File: src/rtl/display_scan_ctrl_if.sv
// display_scan_ctrl_if: enable, display inputs and frame-stable outputs of the scan controller
interface display_scan_ctrl_if;
  logic       en;
  logic [7:0] YInput;
  logic [3:0] operation;
  logic [3:0] anode;
  logic [7:0] YInput_latched;
  logic [3:0] operation_latched;
  logic [1:0] digit_sel;
  logic       frame_tick;
  modport master (
    output en, YInput, operation,
    input  anode, YInput_latched, operation_latched, digit_sel, frame_tick
  );
  modport slave (
    input  en, YInput, operation,
    output anode, YInput_latched, operation_latched, digit_sel, frame_tick
  );
endinterface

File: src/rtl/display_scan_ctrl.sv
// display_scan_ctrl: 4-digit multiplexed display scanner with per-frame input latching
// Optional DISP_BLANK_EN blanks the first BLANK_CYCLES of every slot to suppress ghosting.
module display_scan_ctrl #(
  parameter int REFRESH_DIV  = 100000,
  parameter int BLANK_CYCLES = 1000
) (
  input logic clk,
  input logic reset,
  display_scan_ctrl_if.slave bus
);
  localparam int CW = (REFRESH_DIV > 2) ? $clog2(REFRESH_DIV) : 1;
  localparam logic [CW-1:0] LAST = CW'(REFRESH_DIV - 1);
  logic [CW-1:0] prescale_cnt;
  logic [1:0]    digit_sel;
  logic          run_q;
  logic [7:0]    YInput_latched;
  logic [3:0]    operation_latched;
  logic          frame_tick;
  logic          last;
  logic          blank;
  logic [3:0]    anode;
  assign last = prescale_cnt == LAST;
`ifdef DISP_BLANK_EN
  localparam logic [CW-1:0] BLANK = CW'(BLANK_CYCLES);
  assign blank = prescale_cnt < BLANK;
`else
  assign blank = 1'b0;
`endif
  always_ff @(posedge clk or posedge reset)
    if (reset) begin
      prescale_cnt      <= '0;
      digit_sel         <= '0;
      run_q             <= 1'b0;
      frame_tick        <= 1'b0;
      YInput_latched    <= 8'h00;
      operation_latched <= 4'h0;
    end else begin
      run_q      <= bus.en;
      frame_tick <= 1'b0;
      if (!bus.en || !run_q) begin
        prescale_cnt <= '0;
        digit_sel    <= '0;
        if (bus.en) begin
          YInput_latched    <= bus.YInput;
          operation_latched <= bus.operation;
        end
      end else begin
        prescale_cnt <= last ? '0 : prescale_cnt + 1'b1;
        if (last) digit_sel <= digit_sel + 1'b1;
        // frame boundary: refresh the displayed values only here so a frame never tears
        if (last && digit_sel == 2'd3) begin
          YInput_latched    <= bus.YInput;
          operation_latched <= bus.operation;
          frame_tick        <= 1'b1;
        end
      end
    end
  always_comb anode = (!run_q || blank) ? 4'b1111 : ~(4'b0001 << digit_sel);
  assign bus.anode             = anode;
  assign bus.digit_sel         = digit_sel;
  assign bus.YInput_latched    = YInput_latched;
  assign bus.operation_latched = operation_latched;
  assign bus.frame_tick        = frame_tick;
endmodule

File: src/flat_wrapper.sv
// flat-port wrapper written by rule: the top's interface ports become plain ports
module display_scan_ctrl_flat 
#(
  parameter int REFRESH_DIV  = 100000,
  parameter int BLANK_CYCLES = 1000
)
  (clk, reset, bus_en, bus_YInput, bus_operation, bus_anode, bus_YInput_latched, bus_operation_latched, bus_digit_sel, bus_frame_tick);
  display_scan_ctrl_if bus_i ();
  input logic clk;
  input logic reset;
  input wire logic [$bits(bus_i.en)-1:0] bus_en;
  input wire logic [$bits(bus_i.YInput)-1:0] bus_YInput;
  input wire logic [$bits(bus_i.operation)-1:0] bus_operation;
  output wire logic [$bits(bus_i.anode)-1:0] bus_anode;
  output wire logic [$bits(bus_i.YInput_latched)-1:0] bus_YInput_latched;
  output wire logic [$bits(bus_i.operation_latched)-1:0] bus_operation_latched;
  output wire logic [$bits(bus_i.digit_sel)-1:0] bus_digit_sel;
  output wire logic [$bits(bus_i.frame_tick)-1:0] bus_frame_tick;
  assign bus_i.en = bus_en;
  assign bus_i.YInput = bus_YInput;
  assign bus_i.operation = bus_operation;
  assign bus_anode = bus_i.anode;
  assign bus_YInput_latched = bus_i.YInput_latched;
  assign bus_operation_latched = bus_i.operation_latched;
  assign bus_digit_sel = bus_i.digit_sel;
  assign bus_frame_tick = bus_i.frame_tick;
  display_scan_ctrl #(.REFRESH_DIV(REFRESH_DIV), .BLANK_CYCLES(BLANK_CYCLES)) u_core (.clk(clk), .reset(reset), .bus(bus_i));
endmodule
File: config.mk
export PLATFORM = sky130hd
export DESIGN_NAME = display_scan_ctrl_flat
export DESIGN_NICKNAME = d
export VERILOG_FILES = /design/src/rtl/display_scan_ctrl_if.sv /design/src/rtl/display_scan_ctrl.sv /design/src/flat_wrapper.sv
export SDC_FILE = /design/constraint.sdc
export NUM_CORES = 1
export LEC_CHECK = 0
export CORE_ASPECT_RATIO = 1.4
export CORE_MARGIN = 2
export CORE_UTILIZATION = 50
export DETAILED_ROUTE_END_ITERATION = 8
export PLACE_DENSITY = 0.87
export SYNTH_ARGS = -nofsm -noshare
export SYNTH_HDL_FRONTEND = slang
export SYNTH_SLANG_ARGS = --single-unit
export TNS_END_PERCENT = 1
File: constraint.sdc
create_clock -name clk -period 2.5 [get_ports clk]
set_clock_uncertainty 0.1 [all_clocks]
set_input_delay 0.5 -clock clk [delete_from_list [all_inputs] [get_ports clk]]
set_output_delay 0.5 -clock clk [all_outputs]
set_load 0.02 [all_outputs]
# Yosys cells after proc, flatten, opt, wreduce, memory -nomap -nowiden
# Index checks and enable logic that the tools add are counted.
dict set report word_totals {
  regBits 33
  inputBits 15
  out_inout_bits 19
  word_cells 33
}
dict set report op_classes {
  add_sub_neg 2
  eq_ne 3
  n_shift 1
  n_mux 13
  n_bitwise 1
  reduce_logical 7
}
# op n
set ops {}
lappend ops {{$mux W17} 2}
lappend ops {{$mux W8} 3}
lappend ops {{$add A17 B1 Y17 const B} 1}
lappend ops {{$eq A17 B17 Y1 const B} 1}
lappend ops {{$mux W4} 4}
lappend ops {{$mux W2} 2}
lappend ops {{$not A4 Y4} 1}
lappend ops {{$reduce_bool A2 Y1} 2}
lappend ops {{$shl A1 B2 Y4 const A} 1}
lappend ops {{$add A2 B1 Y2 const B} 1}
lappend ops {{$eq A2 B2 Y1 const B} 1}
lappend ops {{$logic_not A1 Y1} 2}
lappend ops {{$mux W1} 2}
lappend ops {{$ne A2 B2 Y1 const B} 1}
lappend ops {{$reduce_and A2 Y1} 1}
lappend ops {{$logic_and A1 B1 Y1} 1}
lappend ops {{$logic_or A1 B1 Y1} 1}

# Depth between registers and ports, before layout
# Gate-level depths: netlist of run 1.
dict set report logic_depth {
  depth_word 4
  depth_mapped 7
  mapped_depth_nobuf 5
}

# Worst setup path after synthesis of run 1
# No wires, ideal clock.
dict set report synth_timing {
  path_type {reg-to-reg}
  start {register u_core.prescale_cnt[0]}
  end {register u_core.YInput_latched[0], in the netlist u_core.bus.YInput_latched[0]}
  setup_ns 0.127
  t_arrival_ns 1.701
  required_time_ns 2.273
  path_slack_ns 0.571
  path_stages_with_launch 8
  path_buffers 2
  synth_period_minus_slack_ns 1.929
  cell_sequence {dfrtp_1 > ha_1 > and4_1 > buf_4 > nand4_4 > o22ai_2 > buf_6 > mux2_1}
}
dict set report synth_via {
  elab_chain_len 4
}
# element line_no
set synth_lines {}
lappend synth_lines {{start: declaration} display_scan_ctrl.sv:13} ;# logic [CW-1:0] prescale_cnt;
lappend synth_lines {{start signal: assignment} display_scan_ctrl.sv:48} ;# prescale_cnt <= last ? '0 : prescale_cnt + 1'b1;
lappend synth_lines {{$eq A17 B17 Y1} display_scan_ctrl.sv:22} ;# assign last = prescale_cnt == LAST;
lappend synth_lines {{$logic_and A1 B1 Y1} display_scan_ctrl.sv:51} ;# if (last && digit_sel == 2'd3) begin
lappend synth_lines {{$reduce_bool A2 Y1 (no line)} -}
lappend synth_lines {{$reduce_and A2 Y1 (no line)} -}
lappend synth_lines {{end signal: assignment} display_scan_ctrl.sv:44} ;# YInput_latched <= bus.YInput;
lappend synth_lines {{end signal: assignment} display_scan_ctrl.sv:52} ;# YInput_latched <= bus.YInput;
lappend synth_lines {{end: declaration} display_scan_ctrl.sv:16} ;# logic [7:0] YInput_latched;
# No other way between the ends.
# A chain may end at the register's enable or synchronous reset.

# Worst setup path after layout of run 1
dict set report layout_timing {
  start {register u_core.digit_sel[0], in the netlist u_core.bus.digit_sel[0]}
  end {output bus_anode[0]}
}
dict set report layout_via {
  elab_chain_len 3
}
# element line_no
set layout_lines {}
lappend layout_lines {{start: declaration} display_scan_ctrl.sv:14} ;# logic [1:0] digit_sel;
lappend layout_lines {{start signal: assignment} display_scan_ctrl.sv:49} ;# if (last) digit_sel <= digit_sel + 1'b1;
lappend layout_lines {{$shl A1 B2 Y4} display_scan_ctrl.sv:58} ;# always_comb anode = (!run_q || blank) ? 4'b1111 : ~(4'b0001 << digit_sel);
lappend layout_lines {{$not A4 Y4} display_scan_ctrl.sv:58}
lappend layout_lines {{$mux W4} display_scan_ctrl.sv:58}
lappend layout_lines {{end: declaration} flat_wrapper.sv:14} ;# output wire logic [$bits(bus_i.anode)-1:0] bus_anode;
# No other way between the ends.

==> flow_summary_export.csv, run 1 <==
group,metric,value,unit
floorplanning,die_h,70.7,um
grt,grt_pass1_vias,1170,
timing,period_share,0.905,
timing,fin_ws,0.238,ns
timing,slew_viol_final,0,
floorplanning,initial_core_util,0.518,
timing,fmax,442,MHz
synthesis,synthArstFlopShare,1.00,
synthesis,ys_seq_area_frac,0.520,
critical_path,cp_slowest_stage_delay,0.60,ns
synthesis,syn_nets,161,
finish,syn2layout_area_growth,28.7,%
cts,clock_sinks,33,
floorplanning,pin_count,34,
critical_path,required,1.90,ns
placed_design,placed_cell_area,0.00196,mm2
finish,layout.cells.non_filler,219,
critical_path,cp-endpoint,"bus_anode[0]",
critical_path,reg2reg_from,"u_core.prescale_cnt[0]$_DFF_PP0_",
critical_path,worst-r2r-cell-count,6,
synthesis,syn_avg_cell_area,11.3,um2
synthesis,ys_warn_count,0,
drt,wl,3.23,mm
timing,finalHoldViolCount,0,
cts,cts_resized,0,
critical_path,cp-end-kind,"primary output",
drt,drt_pass1_iterations,4,
floorplanning,die_w,51.6,um
critical_path,cpLargestDelayFamily,"buffers and inverters",
drt,wl_per_cell,14.8,um
power_and_ir_drop,p_per_area,559,mW/mm2
synthesis,ys.flop_type,"dfrtp_1",
floorplanning,coreArea,0.00306,mm2
timing,whs,0.388,ns
placed_design,routabilityCongestion,0.863,
critical_path,timing.reg2reg.setup_slack,0.35,ns
run,cap_violations,0,
placed_design,dpl_worst_slack,0.375,ns
status,status,"completed",
finish,diodes,0,
cts,cts_buffer_depth,2,
timing,setup_viol,0,
critical_path,crit_arrival,1.66,ns
cts,cts_inserted_buffers,5,
grt,antenna_found_initial,0,
placed_design,dp_cells,211,
critical_path,critPathLaunch,"u_core.bus.digit_sel[0]$_DFFE_PP0P_",
drt,final_antenna_net_count,0,
drt,drt_iter0_markers,9,
critical_path,cp_max_fo,4,
cts,cts_hold_buf,0,
cts,ctsRootBufferMaster,"clkbuf_8",
critical_path,crit_cells,4,
synthesis,yosysUniqueCellTypes,29,
cts,clkTransAtPathRegs,0.07,ns
finish,drive_gt1_frac,0.0833,
synthesis,synthCells,141,
cts,cts_tree,"built",
finish,fin_nets,199,
finish,final_cell_area,0.00204,mm2
power_and_ir_drop,ir_drop,0.455,mV
cts,clock_latency,0.29,ns
drt,drt-vias-per-instance,5.24,
critical_path,critPathLaunchType,"flop",
grt,track_usage,0.198,
placed_design,portBuffers,33,
finish,fin_util,0.667,
cts,cts_setup_buffers,0,
placed_design,post-dp-hpwl,2.38,mm
grt,grt_overflow,0,
power_and_ir_drop,report.power.total,1.14,mW
drt,vias,1148,
drt,drc,0,
critical_path,reg2reg_to,"u_core.bus.operation_latched[2]$_DFFE_PP0P_",
timing,maxSlewHeadroom,0.731,
timing,final.setup.tns,0,ns
synthesis,synth.cell_area,0.00159,mm2
critical_path,path_cells,"inv_1 > ha_1 > nand2_1 > clkdlybuf4s50_1",
floorplanning,die-area,0.00365,mm2
synthesis,synth_seq_cells,33,
critical_path,cp.buffers_inverters,2,
power_and_ir_drop,p_leak,0.847,nW
grt,grt_pass1_wl,5.22,mm
timing,grt_setup_unrepaired,"no",
critical_path,path_class,"reg -> out",
timing,worst_slew_pin_slew,0.403,ns
synthesis,synth_edf_count,0,
cts,cts.htree.levels,2,
timing,min_period,2.26,ns
min_path,hold_class,"reg -> reg",
floorplanning,floorplan.rows,24,
grt,grt_max_degree,34,
critical_path,crit_slowest_cell,"clkdlybuf4s50_1",
-- synth_stat cells, types with 2 or more instances --
cell     count  area share
and3_1       2      0.0079
inv_1        6       0.014
a21oi_1      2      0.0063
o21ai_0      2      0.0063
nand3_1      9       0.028
xnor2_1      9       0.050
mux2_1      12       0.085
nand2_1      9       0.021
nand4_1      6       0.024
dfrtp_1     33        0.52
ha_1         5       0.039
and4_1       2       0.011
xor2_1       5       0.028
nor2_1      19       0.045
buf_2        2      0.0063
nor3_1       2      0.0063
or3_1        3       0.012
nor4_1       2      0.0079
-- worst min-delay path by stage --
stage | startpoint | endpoint | slack [ns] | depth (start not counted)
5_1_grt | u_core.bus.YInput_latched[1]$_DFFE_PP0P_ | u_core.bus.YInput_latched[1]$_DFFE_PP0P_ | 0.41 | 1
3_3_place_gp | u_core.bus.operation_latched[3]$_DFFE_PP0P_ | u_core.bus.operation_latched[3]$_DFFE_PP0P_ | 0.37 | 1
6_report | u_core.bus.YInput_latched[1]$_DFFE_PP0P_ | u_core.bus.YInput_latched[1]$_DFFE_PP0P_ | 0.39 | 1
4_1_cts | u_core.bus.YInput_latched[1]$_DFFE_PP0P_ | u_core.bus.YInput_latched[1]$_DFFE_PP0P_ | 0.39 | 1
3_5_place_dp | u_core.bus.YInput_latched[1]$_DFFE_PP0P_ | u_core.bus.YInput_latched[1]$_DFFE_PP0P_ | 0.38 | 1
2_1_floorplan | u_core.prescale_cnt[0]$_DFF_PP0_ | u_core.prescale_cnt[0]$_DFF_PP0_ | 0.37 | 1
-- power by group --
part | switching, mW | internal [mW]
sequential | 0.0188 | 0.565
clock | 0.196 | 0.192
combinational | 0.0818 | 0.0900
total | 0.296 | 0.846
-- area by class of cell --
class / instances / area [um2]
Fill cell: 248 / 1020
Sequential cell: 33 / 826
Multi-Input combinational cell: 97 / 707
Timing Repair Buffer: 36 / 353
Clock buffer: 5 / 68.8
Tap cell: 39 / 48.8
Inverter: 6 / 22.5
Clock inverter: 3 / 17.5
-- layer usage --
layer / up-vias / global-route usage / wire (um)
met5: - / 0 / 0
met4: 0 / 0.0789 / 61
met3: 8 / 0.0675 / 206
met2: 38 / 0.363 / 1760
met1: 545 / 0.197 / 1210
li1: 557 / - / -
-- cells by family (layout without fill, tap and decap cells) --
kind of cell | Yosys count | in the layout | share of synthesized area
simple gates | 60 | 60 | 0.217
flops | 33 | 33 | 0.520
xor+xnor | 14 | 14 | 0.0772
mux | 13 | 13 | 0.0914
buf+inv | 11 | 50 | 0.0347
fa+ha+maj | 5 | 5 | 0.0394
compound gates | 5 | 5 | 0.0205
-- layout by cell type (no fill, tap or decap), drive strengths merged, types with 6 or more instances in the layout --
master	n
clkdlybuf4s50	33
dfrtp	33
nor2	19
mux2	12
nand3	9
nand2	9
xnor2	9
nand4	7
inv	6
-- state kept, by name, summed over array words and instances, names as in the netlist --
signal and cells:
u_core.bus.YInput_latched 8, u_core.bus.digit_sel 2, u_core.bus.frame_tick 1, u_core.bus.operation_latched 4, u_core.prescale_cnt 17, u_core.run_q 1
(Power assumes the default switching activity.)
==> inputs of run 2 (changes only) <==
Settings changed: CTS_CLUSTER_SIZE from default to 14, MAX_ROUTING_LAYER from default to met4.
==> run 2 against run 1 <==
Register-to-register slack hardly changed; via count is 0.35% lower; combinational power hardly changed; sequential share of layout area stayed put; worst hold slack hardly changed; worst setup slack hardly changed; core utilization stayed put; cell count stayed put; count of clock-buffer cells in the layout stayed put; highest routed layer unchanged.
==> flow_summary_export.csv, run 2 (same netlist as run 1, synthesis figures left out) <==
group,metric,value,unit
status,status,"completed",
critical_path,reg2reg_to,"u_core.bus.operation_latched[2]$_DFFE_PP0P_",
drt,drc,0,
min_path,min_path_cells,1,
placed_design,post-dp-hpwl,2.38,mm
cts,cts_buffer_depth,2,
floorplanning,coreArea,0.00306,mm2
min_path,hp-start,"u_core.bus.YInput_latched[1]$_DFFE_PP0P_",
power_and_ir_drop,report.power.total,1.14,mW
timing,worst_slew_pin_slew,0.402,ns
timing,period_share,0.905,
cts,cts_resized,0,
drt,wl_per_cell,14.8,um
timing,fmax,442,MHz
finish,regMostFlops,"u_core.prescale_cnt",
drt,drt_pass1_iterations,4,
finish,drive_gt1_frac,0.0833,
cts,cts_setup_buffers,0,
timing,final.setup.tns,0,ns
drt,drt-vias-per-instance,5.22,
floorplanning,die_h,70.7,um
timing,setup_viol,0,
cts,clock_latency,0.29,ns
finish,top_regs,"u_core.prescale_cnt x17, u_core.bus.YInput_latched x8, u_core.bus.operation_latched x4",
min_path,hold_end,"u_core.bus.YInput_latched[1]$_DFFE_PP0P_",
finish,diodes,0,
critical_path,path_class,"reg -> out",
critical_path,critPathLaunchType,"flop",
floorplanning,die-area,0.00365,mm2
floorplanning,die_w,51.6,um
timing,finalHoldViolCount,0,
timing,slew_viol_final,0,
finish,largest_reg_flops,17,
finish,syn2layout_area_growth,28.7,%
grt,grt_overflow,0,
placed_design,routabilityCongestion,0.877,
cts,cts_hold_buf,0,
placed_design,portBuffers,33,
critical_path,cp-end-kind,"primary output",
run,cap_violations,0,
timing,grt_setup_unrepaired,"no",
grt,grt_max_degree,34,
floorplanning,pin_count,34,
cts,clock_sinks,33,
finish,final_cell_mix,"33 x clkdlybuf4s50_1, 33 x dfrtp_1, 19 x nor2_1",
grt,antenna_found_initial,0,
grt,track_usage,0.204,
grt,grt_pass1_wl,5.22,mm
timing,maxSlewHeadroom,0.732,
finish,fin_nets,199,
critical_path,worst-r2r-cell-count,6,
critical_path,required,1.90,ns
critical_path,crit_arrival,1.66,ns
critical_path,reg2reg_from,"u_core.prescale_cnt[0]$_DFF_PP0_",
floorplanning,floorplan.rows,24,
min_path,hold_class,"reg -> reg",
power_and_ir_drop,p_per_area,560,mW/mm2
grt,grt_pass1_vias,1167,
cts,cts_tree,"built",
cts,ctsRootBufferMaster,"clkbuf_8",
timing,min_period,2.26,ns
floorplanning,initial_core_util,0.518,
critical_path,timing.reg2reg.setup_slack,0.35,ns
cts,cts.htree.levels,2,
drt,wl,3.24,mm
critical_path,cp_max_fo,4,
power_and_ir_drop,ir_drop,0.457,mV
power_and_ir_drop,p_leak,0.847,nW
cts,cts_inserted_buffers,5,
drt,vias,1144,
cts,clkTransAtPathRegs,0.07,ns
drt,final_antenna_net_count,0,
drt,drt_iter0_markers,18,
## run 2: report_power, final
group | switching (mW) | internal (mW)
registers | 0.0187 | 0.565
logic | 0.0818 | 0.0900
clock network | 0.196 | 0.192
## run 2: per-layer routing
metal,routed length [um],track usage,up-vias
met3,211,0.0675,6
met5,0,-,-
met1,1220,0.197,544
met4,60,0.0789,0
li1,-,-,557
met2,1750,0.363,37
## run 2: layout make-up
cell class | count | area [um2]
timing repair buffer | 36 | 353
fill | 248 | 1020
clock buffer | 5 | 68.8
sequential | 33 | 826
clock inverter | 3 | 17.5
multi-input combinational | 97 | 707
tap | 39 | 48.8
inverter | 6 | 22.5
## run 2: worst max-delay path: stages, from the launching register on
cell,delay (ns)
dfrtp_1,0.40
inv_1,0.11
ha_1,0.20
nand2_1,0.06
clkdlybuf4s50_1,0.60
## run 2: worst max-delay path by stage
stage	startpoint	to	slack, ns	cells past startpoint
after floorplan	u_core.prescale_cnt[0]$_DFF_PP0_	u_core.bus.YInput_latched[0]$_DFFE_PP0P_	0.57	7
after global placement	bus_en	u_core.bus.YInput_latched[5]$_DFFE_PP0P_	0.45	5
after detailed placement	u_core.prescale_cnt[0]$_DFF_PP0_	u_core.bus.operation_latched[2]$_DFFE_PP0P_	0.38	6
after CTS	u_core.bus.digit_sel[0]$_DFFE_PP0P_	bus_anode[0]	0.23	4
after global routing	u_core.bus.digit_sel[0]$_DFFE_PP0P_	bus_anode[0]	0.17	4
final	u_core.bus.digit_sel[0]$_DFFE_PP0P_	bus_anode[0]	0.24	4
## run 2: stage by stage
| stage | util | hold WS, ns | worst slack (ns) | instances | area [um2] |
|---|---|---|---|---|---|
| 3_5_place_dp | 0.639 | 0.378 | 0.375 | 211 | 1960 |
| 6_report | 0.667 | 0.388 | 0.238 | 219 | 2040 |
| 4_1_cts | 0.667 | 0.394 | 0.227 | 219 | 2040 |
| 2_1_floorplan | - | 0.375 | 0.571 | 141 | 1590 |
| 5_1_grt | 0.667 | 0.412 | 0.172 | 219 | 2040 |
| 3_3_place_gp | 0.639 | 0.367 | 0.449 | 211 | 1960 |
==> inputs of run 3 (changes only) <==
Settings changed: CORE_MARGIN 2 to 4.
==> run 3 against run 2 <==
Register-to-register slack improved by 0.03 ns; critical path depth did not move; fmax barely moved; core utilization rose by 2.0 points; combinational power barely moved; global-route usage fell by 3.2 points; cell count fell by 0.91%; critical path type unchanged; highest routed layer unchanged.
==> flow_summary_export.csv, run 3 (same netlist as run 1, synthesis figures left out) <==
group,metric,value,unit
floorplanning,floorplan.rows,23,
cts,clock_latency,0.28,ns
timing,fmax,442,MHz
timing,finalHoldViolCount,0,
critical_path,path_class,"reg -> out",
grt,track_usage,0.172,
power_and_ir_drop,p_per_area,553,mW/mm2
finish,regMostFlops,"u_core.prescale_cnt",
drt,wl_met3,217,um
finish,largest_reg_flops,17,
floorplanning,initial_core_util,0.536,
run,cap_violations,0,
timing,final.setup.tns,0,ns
cts,cts_resized,0,
drt,final_antenna_net_count,0,
timing,worst_slew_pin_slew,0.409,ns
power_and_ir_drop,pwr-share-comb,0.151,
grt,antenna_found_initial,0,
critical_path,cp_max_fo,4,
grt,grt_max_degree,34,
floorplanning,coreArea,0.00296,mm2
cts,cts.htree.levels,2,
power_and_ir_drop,report.power.total,1.13,mW
timing,slew_viol_final,0,
critical_path,crit_slowest_cell,"clkdlybuf4s50_1",
critical_path,cp_slowest_stage_delay,0.60,ns
grt,grt_overflow,0,
min_path,hold_class,"reg -> reg",
critical_path,cp-end-kind,"primary output",
power_and_ir_drop,netSwitchingPower,279,uW
drt,wl_per_cell,14.6,um
drt,top_layer,"met4",
floorplanning,die-area,0.00415,mm2
power_and_ir_drop,p_clk_frac,0.332,
timing,min_period,2.26,ns
grt,grt_pass1_wl,5.42,mm
critical_path,crit_arrival,1.66,ns
drt,drc,0,
cts,cts_setup_buffers,0,
drt,vias,1170,
grt,grt_pass1_vias,1190,
timing,grt_setup_unrepaired,"no",
finish,drive_gt1_frac,0.0778,
status,status,"completed",
critical_path,critPathLaunchType,"flop",
cts,cts_hold_buf,0,
drt,met2_length,1.53,mm
critical_path,required,1.90,ns
power_and_ir_drop,seqPwrFrac,0.516,
drt,drt-vias-per-instance,5.39,
finish,fin_nets,199,
power_and_ir_drop,ir_drop,0.430,mV
cts,cts_buffer_depth,2,
timing,period_share,0.905,
timing,maxSlewHeadroom,0.727,
cts,cts_tree,"built",
power_and_ir_drop,p_leak,0.848,nW
floorplanning,die_w,55.6,um
cts,clock_sinks,33,
finish,syn2layout_area_growth,28.3,%
drt,wl,3.16,mm
critical_path,path_cells,"inv_1 > ha_1 > nand2_1 > clkdlybuf4s50_1",
cts,cts_inserted_buffers,5,
drt,drt_iter0_markers,40,
floorplanning,pin_count,34,
finish,final_cell_mix,"33 x clkdlybuf4s50_1, 33 x dfrtp_1, 19 x nor2_1",
timing,setup_viol,0,
placed_design,routabilityCongestion,0.839,
floorplanning,die_h,74.7,um
cts,ctsRootBufferMaster,"clkbuf_8",
drt,wl_met1,1.35,mm
placed_design,post-dp-hpwl,2.35,mm
finish,top_regs,"u_core.prescale_cnt x17, u_core.bus.YInput_latched x8, u_core.bus.operation_latched x4",
cts,clkTransAtPathRegs,0.07,ns
finish,diodes,0,
power_and_ir_drop,p_int,847,uW
placed_design,portBuffers,33,
power_and_ir_drop,p_sw_frac,0.247,
drt,drt_pass1_iterations,4,
[run 3: changes by cell type in the layout (fill, tap and decap cells not counted), sizes merged]
cell | previous run | this run
clkinvlp | 1 | 0
clkbuf | 5 | 6
[run 3: area by class of cell]
class / count / area [um2]
fill: 230 / 927
sequential: 33 / 826
multi-input combinational: 97 / 707
timing repair buffer: 36 / 353
clock buffer: 6 / 72.6
tap: 37 / 46.3
inverter: 6 / 22.5
clock inverter: 2 / 10.0
[run 3: worst max-delay path: cells and delay by family (launching register included)]
family                     cells  cell delay (ns)
adders and majority gates      1             0.21
buffers and inverters          2             0.71
DFF                            1             0.40
and+or+nand+nor                1             0.06
[run 3: power by group through the flow]
stage | Clock (mW) | Combinational [mW] | Sequential (mW)
after floorplan | 0 | 0.0436 | 0.625
after global placement | 0 | 0.168 | 0.589
after detailed placement | 0 | 0.173 | 0.592
after CTS | 0.389 | 0.174 | 0.582
after global routing | 0.410 | 0.181 | 0.585
final | 0.374 | 0.170 | 0.581
[run 3: per-layer routing]
metal	vias up	track usage
met5	-	-
met4	0	0.0649
met3	9	0.0566
met2	50	0.299
met1	550	0.184
li1	561	-
[run 3: per-stage QoR]
step | cells | hold slack, ns | utilization | cell area (um2) | worst slack (ns)
2_1_floorplan | 141 | 0.375 | - | 1590 | 0.571
3_3_place_gp | 209 | 0.367 | 0.659 | 1950 | 0.438
3_5_place_dp | 209 | 0.374 | 0.659 | 1950 | 0.373
4_1_cts | 217 | 0.388 | 0.687 | 2040 | 0.217
5_1_grt | 217 | 0.398 | 0.687 | 2040 | 0.175
6_report | 217 | 0.384 | 0.687 | 2040 | 0.237
[run 3: path summary, 6_finish.rpt]
| kind | to | slack, ns | depth (start not counted) | startpoint |
|---|---|---|---|---|
| min | u_core.bus.operation_latched[0]$_DFFE_PP0P_ | 0.38 | 1 | u_core.bus.operation_latched[0]$_DFFE_PP0P_ |
| min in group asynchronous | u_core.bus.YInput_latched[0]$_DFFE_PP0P_ | 0.50 | 3 | reset |
| max | bus_anode[2] | 0.24 | 4 | u_core.bus.digit_sel[0]$_DFFE_PP0P_ |
| min reg2reg | u_core.bus.operation_latched[0]$_DFFE_PP0P_ | 0.38 | 1 | u_core.bus.operation_latched[0]$_DFFE_PP0P_ |
| max reg2reg | u_core.bus.YInput_latched[6]$_DFFE_PP0P_ | 0.38 | 6 | u_core.prescale_cnt[0]$_DFF_PP0_ |
| max in group asynchronous | u_core.bus.operation_latched[3]$_DFFE_PP0P_ | 1.50 | 3 | reset |
